**src/rtl/reg_wb_queue_if.sv**
```systemverilog
// ---------------------------------------------------------------------------
// reg_wb_queue_if
//   Bundles the writeback queue's execute-side handshake, register file write
//   port, bypass lookup port and status outputs.
//   Modports:
//     slave  - the queue itself (accepts results, drives writes and bypass)
//     master - the surrounding pipeline (execute, register file, decode)
//   Signals:
//     in_valid/in_ready/in_addr/in_data   execute result handshake
//     rf_stall                            write port busy this cycle
//     rf_wr_en/rf_wr_addr/rf_wr_data      register file write port
//     lk_addr1/lk_addr2                   bypass lookup addresses
//     byp_hit1/byp_data1/byp_hit2/byp_data2  bypass results
//     count/empty                         occupancy status
// ---------------------------------------------------------------------------
interface reg_wb_queue_if #(
  parameter int DATA_WIDTH = 16,
  parameter int ADDR_WIDTH = 3,
  parameter int DEPTH      = 4
);
  localparam int CNT_W = $clog2(DEPTH) + 1;

  logic                  in_valid;
  logic                  in_ready;
  logic [ADDR_WIDTH-1:0] in_addr;
  logic [DATA_WIDTH-1:0] in_data;
  logic                  rf_stall;
  logic                  rf_wr_en;
  logic [ADDR_WIDTH-1:0] rf_wr_addr;
  logic [DATA_WIDTH-1:0] rf_wr_data;
  logic [ADDR_WIDTH-1:0] lk_addr1;
  logic [ADDR_WIDTH-1:0] lk_addr2;
  logic                  byp_hit1;
  logic [DATA_WIDTH-1:0] byp_data1;
  logic                  byp_hit2;
  logic [DATA_WIDTH-1:0] byp_data2;
  logic [CNT_W-1:0]      count;
  logic                  empty;

  modport slave (
    input  in_valid, in_addr, in_data, rf_stall, lk_addr1, lk_addr2,
    output in_ready, rf_wr_en, rf_wr_addr, rf_wr_data,
           byp_hit1, byp_data1, byp_hit2, byp_data2, count, empty
  );

  modport master (
    output in_valid, in_addr, in_data, rf_stall, lk_addr1, lk_addr2,
    input  in_ready, rf_wr_en, rf_wr_addr, rf_wr_data,
           byp_hit1, byp_data1, byp_hit2, byp_data2, count, empty
  );
endinterface

```
**src/rtl/reg_wb_queue.sv**
```systemverilog
// ---------------------------------------------------------------------------
// reg_wb_queue
//   In-order writeback buffer in front of the register file write port.
//   Execute results are accepted over a valid/ready handshake, held in a
//   DEPTH-entry circular queue and drained one per cycle whenever the write
//   port is free. Decode can look up two addresses and see the youngest
//   pending value for each. Register 0 is hardwired zero: results for it are
//   acknowledged but discarded, and it never produces a bypass hit.
//   Ports:
//     clk  - rising-edge clock
//     rst  - asynchronous active-high reset; discards all pending entries
//     bus  - reg_wb_queue_if.slave (handshake, write port, bypass, status)
// ---------------------------------------------------------------------------
module reg_wb_queue #(
  parameter int DATA_WIDTH = 16,
  parameter int ADDR_WIDTH = 3,
  parameter int DEPTH      = 4
) (
  input  logic           clk,
  input  logic           rst,
  reg_wb_queue_if.slave  bus
);
  localparam int PTR_W = $clog2(DEPTH);
  localparam int CNT_W = PTR_W + 1;

  logic [ADDR_WIDTH-1:0] addr_q [DEPTH];
  logic [ADDR_WIDTH-1:0] addr_d [DEPTH];
  logic [DATA_WIDTH-1:0] data_q [DEPTH];
  logic [DATA_WIDTH-1:0] data_d [DEPTH];
  logic [PTR_W-1:0]      wr_ptr_q, wr_ptr_d;
  logic [PTR_W-1:0]      rd_ptr_q, rd_ptr_d;
  logic [CNT_W-1:0]      count_q, count_d;

  logic                  full_s;
  logic                  empty_s;
  logic                  accept_s;
  logic                  store_s;
  logic                  pop_s;
  logic [PTR_W-1:0]      idx_s;
  logic                  hit1_s, hit2_s;
  logic [DATA_WIDTH-1:0] bdata1_s, bdata2_s;

  // Handshake, drain and occupancy decode.
  always_comb begin
    full_s   = (count_q == CNT_W'(DEPTH));
    empty_s  = (count_q == CNT_W'(0));
    accept_s = bus.in_valid & ~full_s;
    // r0 results complete the handshake but are never stored.
    store_s  = accept_s & (bus.in_addr != {ADDR_WIDTH{1'b0}});
    pop_s    = ~empty_s & ~bus.rf_stall;
  end

  // Next-state for pointers, count and entry storage.
  always_comb begin
    wr_ptr_d = wr_ptr_q;
    rd_ptr_d = rd_ptr_q;
    count_d  = count_q;
    addr_d   = addr_q;
    data_d   = data_q;
    if (store_s) begin
      addr_d[wr_ptr_q] = bus.in_addr;
      data_d[wr_ptr_q] = bus.in_data;
      wr_ptr_d         = wr_ptr_q + PTR_W'(1);
    end else begin
      wr_ptr_d = wr_ptr_q;
    end
    if (pop_s) begin
      rd_ptr_d = rd_ptr_q + PTR_W'(1);
    end else begin
      rd_ptr_d = rd_ptr_q;
    end
    case ({store_s, pop_s})
      2'b10:   count_d = count_q + CNT_W'(1);
      2'b01:   count_d = count_q - CNT_W'(1);
      default: count_d = count_q;
    endcase
  end

  // Bypass scan from oldest to youngest so the youngest match wins.
  always_comb begin
    hit1_s   = 1'b0;
    hit2_s   = 1'b0;
    bdata1_s = {DATA_WIDTH{1'b0}};
    bdata2_s = {DATA_WIDTH{1'b0}};
    idx_s    = rd_ptr_q;
    for (int i = 0; i < DEPTH; i++) begin
      idx_s = rd_ptr_q + PTR_W'(i);
      if (CNT_W'(i) < count_q) begin
        if ((bus.lk_addr1 != {ADDR_WIDTH{1'b0}}) && (addr_q[idx_s] == bus.lk_addr1)) begin
          hit1_s   = 1'b1;
          bdata1_s = data_q[idx_s];
        end else begin
          hit1_s   = hit1_s;
          bdata1_s = bdata1_s;
        end
        if ((bus.lk_addr2 != {ADDR_WIDTH{1'b0}}) && (addr_q[idx_s] == bus.lk_addr2)) begin
          hit2_s   = 1'b1;
          bdata2_s = data_q[idx_s];
        end else begin
          hit2_s   = hit2_s;
          bdata2_s = bdata2_s;
        end
      end else begin
        hit1_s = hit1_s;
        hit2_s = hit2_s;
      end
    end
  end

  // Output drive: head entry is shown only while the queue holds something.
  always_comb begin
    bus.in_ready  = ~full_s;
    bus.rf_wr_en  = pop_s;
    bus.count     = count_q;
    bus.empty     = empty_s;
    bus.byp_hit1  = hit1_s;
    bus.byp_data1 = bdata1_s;
    bus.byp_hit2  = hit2_s;
    bus.byp_data2 = bdata2_s;
    if (empty_s) begin
      bus.rf_wr_addr = {ADDR_WIDTH{1'b0}};
      bus.rf_wr_data = {DATA_WIDTH{1'b0}};
    end else begin
      bus.rf_wr_addr = addr_q[rd_ptr_q];
      bus.rf_wr_data = data_q[rd_ptr_q];
    end
  end

  // State registers; reset drops every pending entry.
  always_ff @(posedge clk or posedge rst) begin
    if (rst) begin
      wr_ptr_q <= PTR_W'(0);
      rd_ptr_q <= PTR_W'(0);
      count_q  <= CNT_W'(0);
      for (int i = 0; i < DEPTH; i++) begin
        addr_q[i] <= {ADDR_WIDTH{1'b0}};
        data_q[i] <= {DATA_WIDTH{1'b0}};
      end
    end else begin
      wr_ptr_q <= wr_ptr_d;
      rd_ptr_q <= rd_ptr_d;
      count_q  <= count_d;
      addr_q   <= addr_d;
      data_q   <= data_d;
    end
  end
endmodule
```
**src/flat_wrapper.sv**
```systemverilog
// flat-port wrapper written by rule: the top's interface ports become plain ports
module reg_wb_queue_flat 
#(
  parameter int DATA_WIDTH = 16,
  parameter int ADDR_WIDTH = 3,
  parameter int DEPTH      = 4
)
  (clk, rst, bus_in_valid, bus_in_addr, bus_in_data, bus_rf_stall, bus_lk_addr1, bus_lk_addr2, bus_in_ready, bus_rf_wr_en, bus_rf_wr_addr, bus_rf_wr_data, bus_byp_hit1, bus_byp_data1, bus_byp_hit2, bus_byp_data2, bus_count, bus_empty);
  reg_wb_queue_if #(.DATA_WIDTH(DATA_WIDTH), .ADDR_WIDTH(ADDR_WIDTH), .DEPTH(DEPTH)) bus_i ();
  input  logic clk;
  input  logic rst;
  input wire logic [$bits(bus_i.in_valid)-1:0] bus_in_valid;
  input wire logic [$bits(bus_i.in_addr)-1:0] bus_in_addr;
  input wire logic [$bits(bus_i.in_data)-1:0] bus_in_data;
  input wire logic [$bits(bus_i.rf_stall)-1:0] bus_rf_stall;
  input wire logic [$bits(bus_i.lk_addr1)-1:0] bus_lk_addr1;
  input wire logic [$bits(bus_i.lk_addr2)-1:0] bus_lk_addr2;
  output wire logic [$bits(bus_i.in_ready)-1:0] bus_in_ready;
  output wire logic [$bits(bus_i.rf_wr_en)-1:0] bus_rf_wr_en;
  output wire logic [$bits(bus_i.rf_wr_addr)-1:0] bus_rf_wr_addr;
  output wire logic [$bits(bus_i.rf_wr_data)-1:0] bus_rf_wr_data;
  output wire logic [$bits(bus_i.byp_hit1)-1:0] bus_byp_hit1;
  output wire logic [$bits(bus_i.byp_data1)-1:0] bus_byp_data1;
  output wire logic [$bits(bus_i.byp_hit2)-1:0] bus_byp_hit2;
  output wire logic [$bits(bus_i.byp_data2)-1:0] bus_byp_data2;
  output wire logic [$bits(bus_i.count)-1:0] bus_count;
  output wire logic [$bits(bus_i.empty)-1:0] bus_empty;
  assign bus_i.in_valid = bus_in_valid;
  assign bus_i.in_addr = bus_in_addr;
  assign bus_i.in_data = bus_in_data;
  assign bus_i.rf_stall = bus_rf_stall;
  assign bus_i.lk_addr1 = bus_lk_addr1;
  assign bus_i.lk_addr2 = bus_lk_addr2;
  assign bus_in_ready = bus_i.in_ready;
  assign bus_rf_wr_en = bus_i.rf_wr_en;
  assign bus_rf_wr_addr = bus_i.rf_wr_addr;
  assign bus_rf_wr_data = bus_i.rf_wr_data;
  assign bus_byp_hit1 = bus_i.byp_hit1;
  assign bus_byp_data1 = bus_i.byp_data1;
  assign bus_byp_hit2 = bus_i.byp_hit2;
  assign bus_byp_data2 = bus_i.byp_data2;
  assign bus_count = bus_i.count;
  assign bus_empty = bus_i.empty;
  reg_wb_queue #(.DATA_WIDTH(DATA_WIDTH), .ADDR_WIDTH(ADDR_WIDTH), .DEPTH(DEPTH)) u_core (.clk(clk), .rst(rst), .bus(bus_i));
endmodule
```
**config.mk**
```make
export PLATFORM = sky130hd
export DESIGN_NAME = reg_wb_queue_flat
export DESIGN_NICKNAME = d
export VERILOG_FILES = /design/src/rtl/reg_wb_queue_if.sv /design/src/rtl/reg_wb_queue.sv /design/src/flat_wrapper.sv
export SDC_FILE = /design/constraint.sdc
export NUM_CORES = 1
export LEC_CHECK = 0
export BUFFER_PORTS_ARGS = -buffer_cell sky130_fd_sc_hd__buf_2
export CORE_MARGIN = 2
export CORE_UTILIZATION = 60
export CTS_BUF_LIST = sky130_fd_sc_hd__clkbuf_8
export CTS_CLUSTER_SIZE = 20
export DETAILED_ROUTE_END_ITERATION = 8
export PLACE_DENSITY_LB_ADDON = 0.05
export SYNTH_ARGS = -nofsm -noshare
export SYNTH_HDL_FRONTEND = slang
export SYNTH_SLANG_ARGS = --single-unit
```
**constraint.sdc**
```tcl
create_clock -name clk -period 4.45 [get_ports clk]
set_input_delay 0.89 -clock clk [delete_from_list [all_inputs] [get_ports clk]]
set_output_delay 0.89 -clock clk [all_outputs]
set_load 0.05 [all_outputs]
```
# After elaboration in Yosys (flattened, before gate mapping)

Cells that the tools add are included.
W data, S select, Z words.

Register bits: 83
Latch bits: 0
Memory bits (writable): 0
Memory bits (read-only): 0
Input port bits: 29
Output and inout bits: 59
Word-level logic and storage cells: 128
Memories: 0

Add/subtract/negate cells: 6
Multipliers: 0
Divide/modulo/power cells: 0
Order comparisons: 10
Eq/ne operators: 11
Shift operators: 0
Muxes and demuxes: 65
Bitwise gates (word level): 11
Reduce and logical (&&, ||, !) cells: 14

Operator list:

| cell                  | number |
|---|---|
| $mux W16              | 26 |
| $bmux W16 S2          | 4 |
| $bwmux W64            | 1 |
| $demux W16 S2         | 1 |
| $mux W3               | 10 |
| $bmux W3 S2           | 4 |
| $eq A3 B3 Y1          | 8 |
| $mux W1               | 16 |
| $ge A3 B3 Y1 const B  | 5 |
| $not A2 Y3            | 5 |
| $bwmux W12            | 1 |
| $logic_and A1 B1 Y1   | 9 |
| $reduce_bool A3 Y1    | 3 |
| $demux W3 S2          | 1 |
| $lt A1 B3 Y1 const A  | 2 |
| $lt A2 B3 Y1 const A  | 2 |
| $pmux W3 S2           | 1 |
| $add A2 B1 Y2 const B | 2 |
| $add A2 B2 Y2 const B | 2 |
| $add A3 B1 Y3 const B | 1 |
| $and A1 B1 Y1         | 3 |
| $eq A3 B3 Y1 const B  | 1 |
| $logic_not A3 Y1      | 1 |
| $lt A3 B1 Y1 const B  | 1 |
| other kinds (5)       | 7 |

# Longest topological paths before layout

Word-level depth: 14
Depth in mapped cells: 10
Gate-level depth less buffers: 9

# Worst setup path before layout

No wires, ideal clock.

Path kind: in2out
Start point: in bus_lk_addr2[2]
End point: out bus_byp_data2[4]
Data arrival time: 3.414 ns
Data required time: 3.560 ns
Path slack: 0.146 ns
Stages on the path: 8
Buffers on the path: 2
Cell sequence: clkbuf_1 > nor2b_1 > mux2i_1 > or3_1 > a21oi_4 > nor2_2 > buf_4 > a211oi_1

Longest elaborated chain between the ends: 10
Elaborated cells between the ends (all ways): 17
Those cells by class: 4 x eq/ne; 8 x mux; 5 x reduce/logical

RTL lines:

| item                                                      | RTL line           | RTL |
|---|---|---|
| start: declaration                                        | flat_wrapper.sv:17 | `input wire logic [$bits(bus_i.lk_addr2)-1:0] bus_lk_addr2;` |
| $eq A3 B3 Y1 / $reduce_bool A3 Y1 (equally long branches) | reg_wb_queue.sv:96 | `if ((bus.lk_addr2 != {ADDR_WIDTH{1'b0}}) && (addr_q[idx_s] == bus.lk_addr2)) begin` |
| $logic_and A1 B1 Y1                                       | reg_wb_queue.sv:96 |  |
| $mux W16                                                  | reg_wb_queue.sv:96 |  |
| $mux W16                                                  | reg_wb_queue.sv:88 | `if (CNT_W'(i) < count_q) begin` |
| $mux W16                                                  | reg_wb_queue.sv:96 |  |
| $mux W16                                                  | reg_wb_queue.sv:88 |  |
| $mux W16                                                  | reg_wb_queue.sv:96 |  |
| $mux W16                                                  | reg_wb_queue.sv:88 |  |
| $mux W16                                                  | reg_wb_queue.sv:96 |  |
| $mux W16 *                                                | reg_wb_queue.sv:88 |  |
| end: declaration                                          | flat_wrapper.sv:25 | `output wire logic [$bits(bus_i.byp_data2)-1:0] bus_byp_data2;` |

Mark *: on every way between the ends. The rest lies on a longest branch, timed or not.

# Final worst setup path

Start point: reg u_core.rd_ptr_q[0]
End point: out bus_byp_data2[5]

Longest elaborated chain between the ends: 14
Elaborated cells between the ends (all ways): 47
Those cells by class: 3 x add/sub; 4 x eq/ne; 32 x mux; 4 x bitwise; 4 x reduce/logical

RTL lines:

| item                                                                   | RTL line            | RTL |
|---|---|---|
| start: declaration                                                     | reg_wb_queue.sv:31  | `logic [PTR_W-1:0] rd_ptr_q, rd_ptr_d;` |
| start signal: assignment                                               | reg_wb_queue.sv:141 | `rd_ptr_q <= rd_ptr_d;` |
| parallel branches: the longest is 13 deep, another holds $add A2 B1 Y2 | n/a                 |  |
| $mux W16 *                                                             | reg_wb_queue.sv:88  |  |

Every way passes the cells marked *. The select of a mux whose other input is x is not followed.

==> impl_metrics.ini <==
[floorplanning]
io_pins = 88
core_area_um2 = 10900
dieHeight_um = 110
fp.dieW_um = 110
die_area_um2 = 12100
rows = 38
start_util_pct = 61.9

[logic_synthesis]
yosysWarnings = 0
synthFlopType = dfrtp_1
synth_area_leaders = dfrtp_1, mux2_2, mux2i_1, mux4_2, nor2_1
yosysMostFrequentCell = mux2_2
synth_top_cells_by_count = mux2_2, dfrtp_1, nor2_1
ys_ff_latch = 83
synth_edf_count = 0
netlist.area_leader.share_pct = 30.7
synth_cells = 695
yosys.area.top_type = dfrtp_1
syn-cell-area_um2 = 6770
ys_async_sr_fraction_pct = 100
synth.net_count = 732
avgSynthCellArea_um2 = 9.74
synthDistinctLibCells = 58
ys_seq_area_share_pct = 30.7

[sta]
grt_setup_unrepaired = false
fin_skew_ns = 0.0117
finalHoldViolCount = 0
fin_crit_ns = 4.29
finalSetupViolCount = 0
post-route-period-util_pct = 96.3
drv_slew = 0
tightest_slew_ns = 1.07
fmax_ghz = 0.233
finalSetupTns_ns = 0
slew_headroom_pct = 28.6

[setup_path]
cp.required_ns = 3.56
critPathArrivalTime_ns = 3.40
crit_path_end_kind = primary output
start_kind = flip-flop
path_delay_family = multiplexers
rr_worst_depth = 6
path_max_fanout = 17
path_class = reg -> out
crit_buf_inv = 2
crit_cells = 8
slowest_stage = mux4_2
crit_chain = mux4_2, nand3b_1, a211o_1, a21oi_4, buf_4, mux2_2, a211oi_1, buf_2
crit_path_max_incr_delay_ns = 0.61

[grt]
grt_pass1_vias = 5258
grt_usage_pct = 30.9
grt_start_max_net_pins = 69
antenna_found_initial = 0
use_met3_pct = 6.70
grt-busiest-layer = met1
met1_usage_pct = 48.5
grt-ovfl-total = 0
grt_first_pass_wirelength_um = 28400
grt_util_met2_pct = 43.6

[place]
gp_congestion = 0.891
dp_hpwl_um = 13400
port_buffers = 87

[job]
drv_cap = 0

[cts]
cts.sinks = 83
cts_tree = done
clk_pin_slew_worst_paths_ns = 0.08
cts_setup_buffers = 0
htreeDepth = 3
ctsResizeCount = 0
cts-buffers-inserted = 9
clk_latency_ns = 0.35
ctsHoldBuffers = 0
root_buffer = clkbuf_8
cts.path.max_buffers = 2

[routing]
drt_pass1_iterations = 5
drtIter0Drc = 555
drt-total-wl_um = 18100
vias = 5753
antenna_left = 0
routedWlPerCell_um = 20.1
vias_per_cell = 6.39
drc = 0

[worst_hold_path]
hold_class = reg -> reg
whs_path_depth = 1

[run_status]
status = finished clean

[final_layout]
diodes = 0
final_core_util_pct = 67.8
drive_gt1_share_pct = 37.9
fin_nets = 793
area_growth_pct = 9.48
-- sequential cells by signal (all words and copies together) (netlist names) --
register,cells
u_core.data_q,64
u_core.addr_q,12
u_core.bus.count,3
u_core.rd_ptr_q,2
u_core.wr_ptr_q,2
-- metrics by stage --
step / setup slack, ns / hold WS [ns] / instances / area (um2)
6_report: 0.164 / 0.530 / 900 / 7410
5_1_grt: 0.0496 / 0.551 / 900 / 7410
4_1_cts: 0.111 / 0.531 / 900 / 7410
3_5_place_dp: 0.491 / 0.509 / 885 / 7250
3_3_place_gp: 0.605 / 0.500 / 885 / 7250
2_1_floorplan: 0.146 / 0.492 / 695 / 6770
-- layout by cell type (no fill, tap or decap), types with 10 or more instances in the layout --
cell,count
inv_1,10
xnor2_1,15
and3_1,16
clkbuf_8,10
nand3_1,18
o21ai_0,33
nor2_1,68
nor3_1,17
buf_2,87
a21oi_1,32
a31oi_1,16
mux2i_1,40
nand2_1,48
mux2_2,126
buf_4,17
mux4_2,13
nor2b_1,26
dfrtp_1,81
-- kinds of logic (layout without fill, tap and decap cells) --
| kind of cell | count (synthesis) | after routing | share of synthesized area (%) |
|---|---|---|---|
| xor+xnor | 21 | 21 | 2.72 |
| buf+inv | 65 | 130 | 4.77 |
| simple gates | 204 | 204 | 14.0 |
| compound gates | 134 | 134 | 14.9 |
| flops | 83 | 83 | 30.7 |
| mux | 180 | 180 | 31.4 |
| fa+ha+maj | 8 | 8 | 1.48 |
-- final timing paths --
path	startpoint	endpoint	slack, ns
worst max-delay path	u_core.rd_ptr_q[0]	bus_byp_data2[5]	0.16
worst min-delay path	u_core.data_q[40]	u_core.data_q[40]	0.53
worst max register to register	u_core.bus.count[1]	u_core.addr_q[7]	1.81
worst min register to register	u_core.data_q[40]	u_core.data_q[40]	0.53
max in group asynchronous	rst	u_core.data_q[9]	2.82
min in group asynchronous	rst	u_core.data_q[2]	0.69
-- per-layer routing --
metal | vias up | routed length, um
li1 | 2652 | -
met1 | 2806 | 8610
met2 | 269 | 7680
met3 | 26 | 1640
met4 | 0 | 158
met5 | - | 0
-- cell type report --
cell class              count  area (um2)
fillers                   869        3520
inverters                  10        38.8
multi-input cells         547        4370
repair buffers            105         583
clock inverters             5        22.5
flip-flops and latches     83        2080
clock buffers              10         138
well taps                 140         175
Power is left out: the tool's default activity adds up to more than one toggle a clock period on the data nets, which glitch-free logic cannot reach.
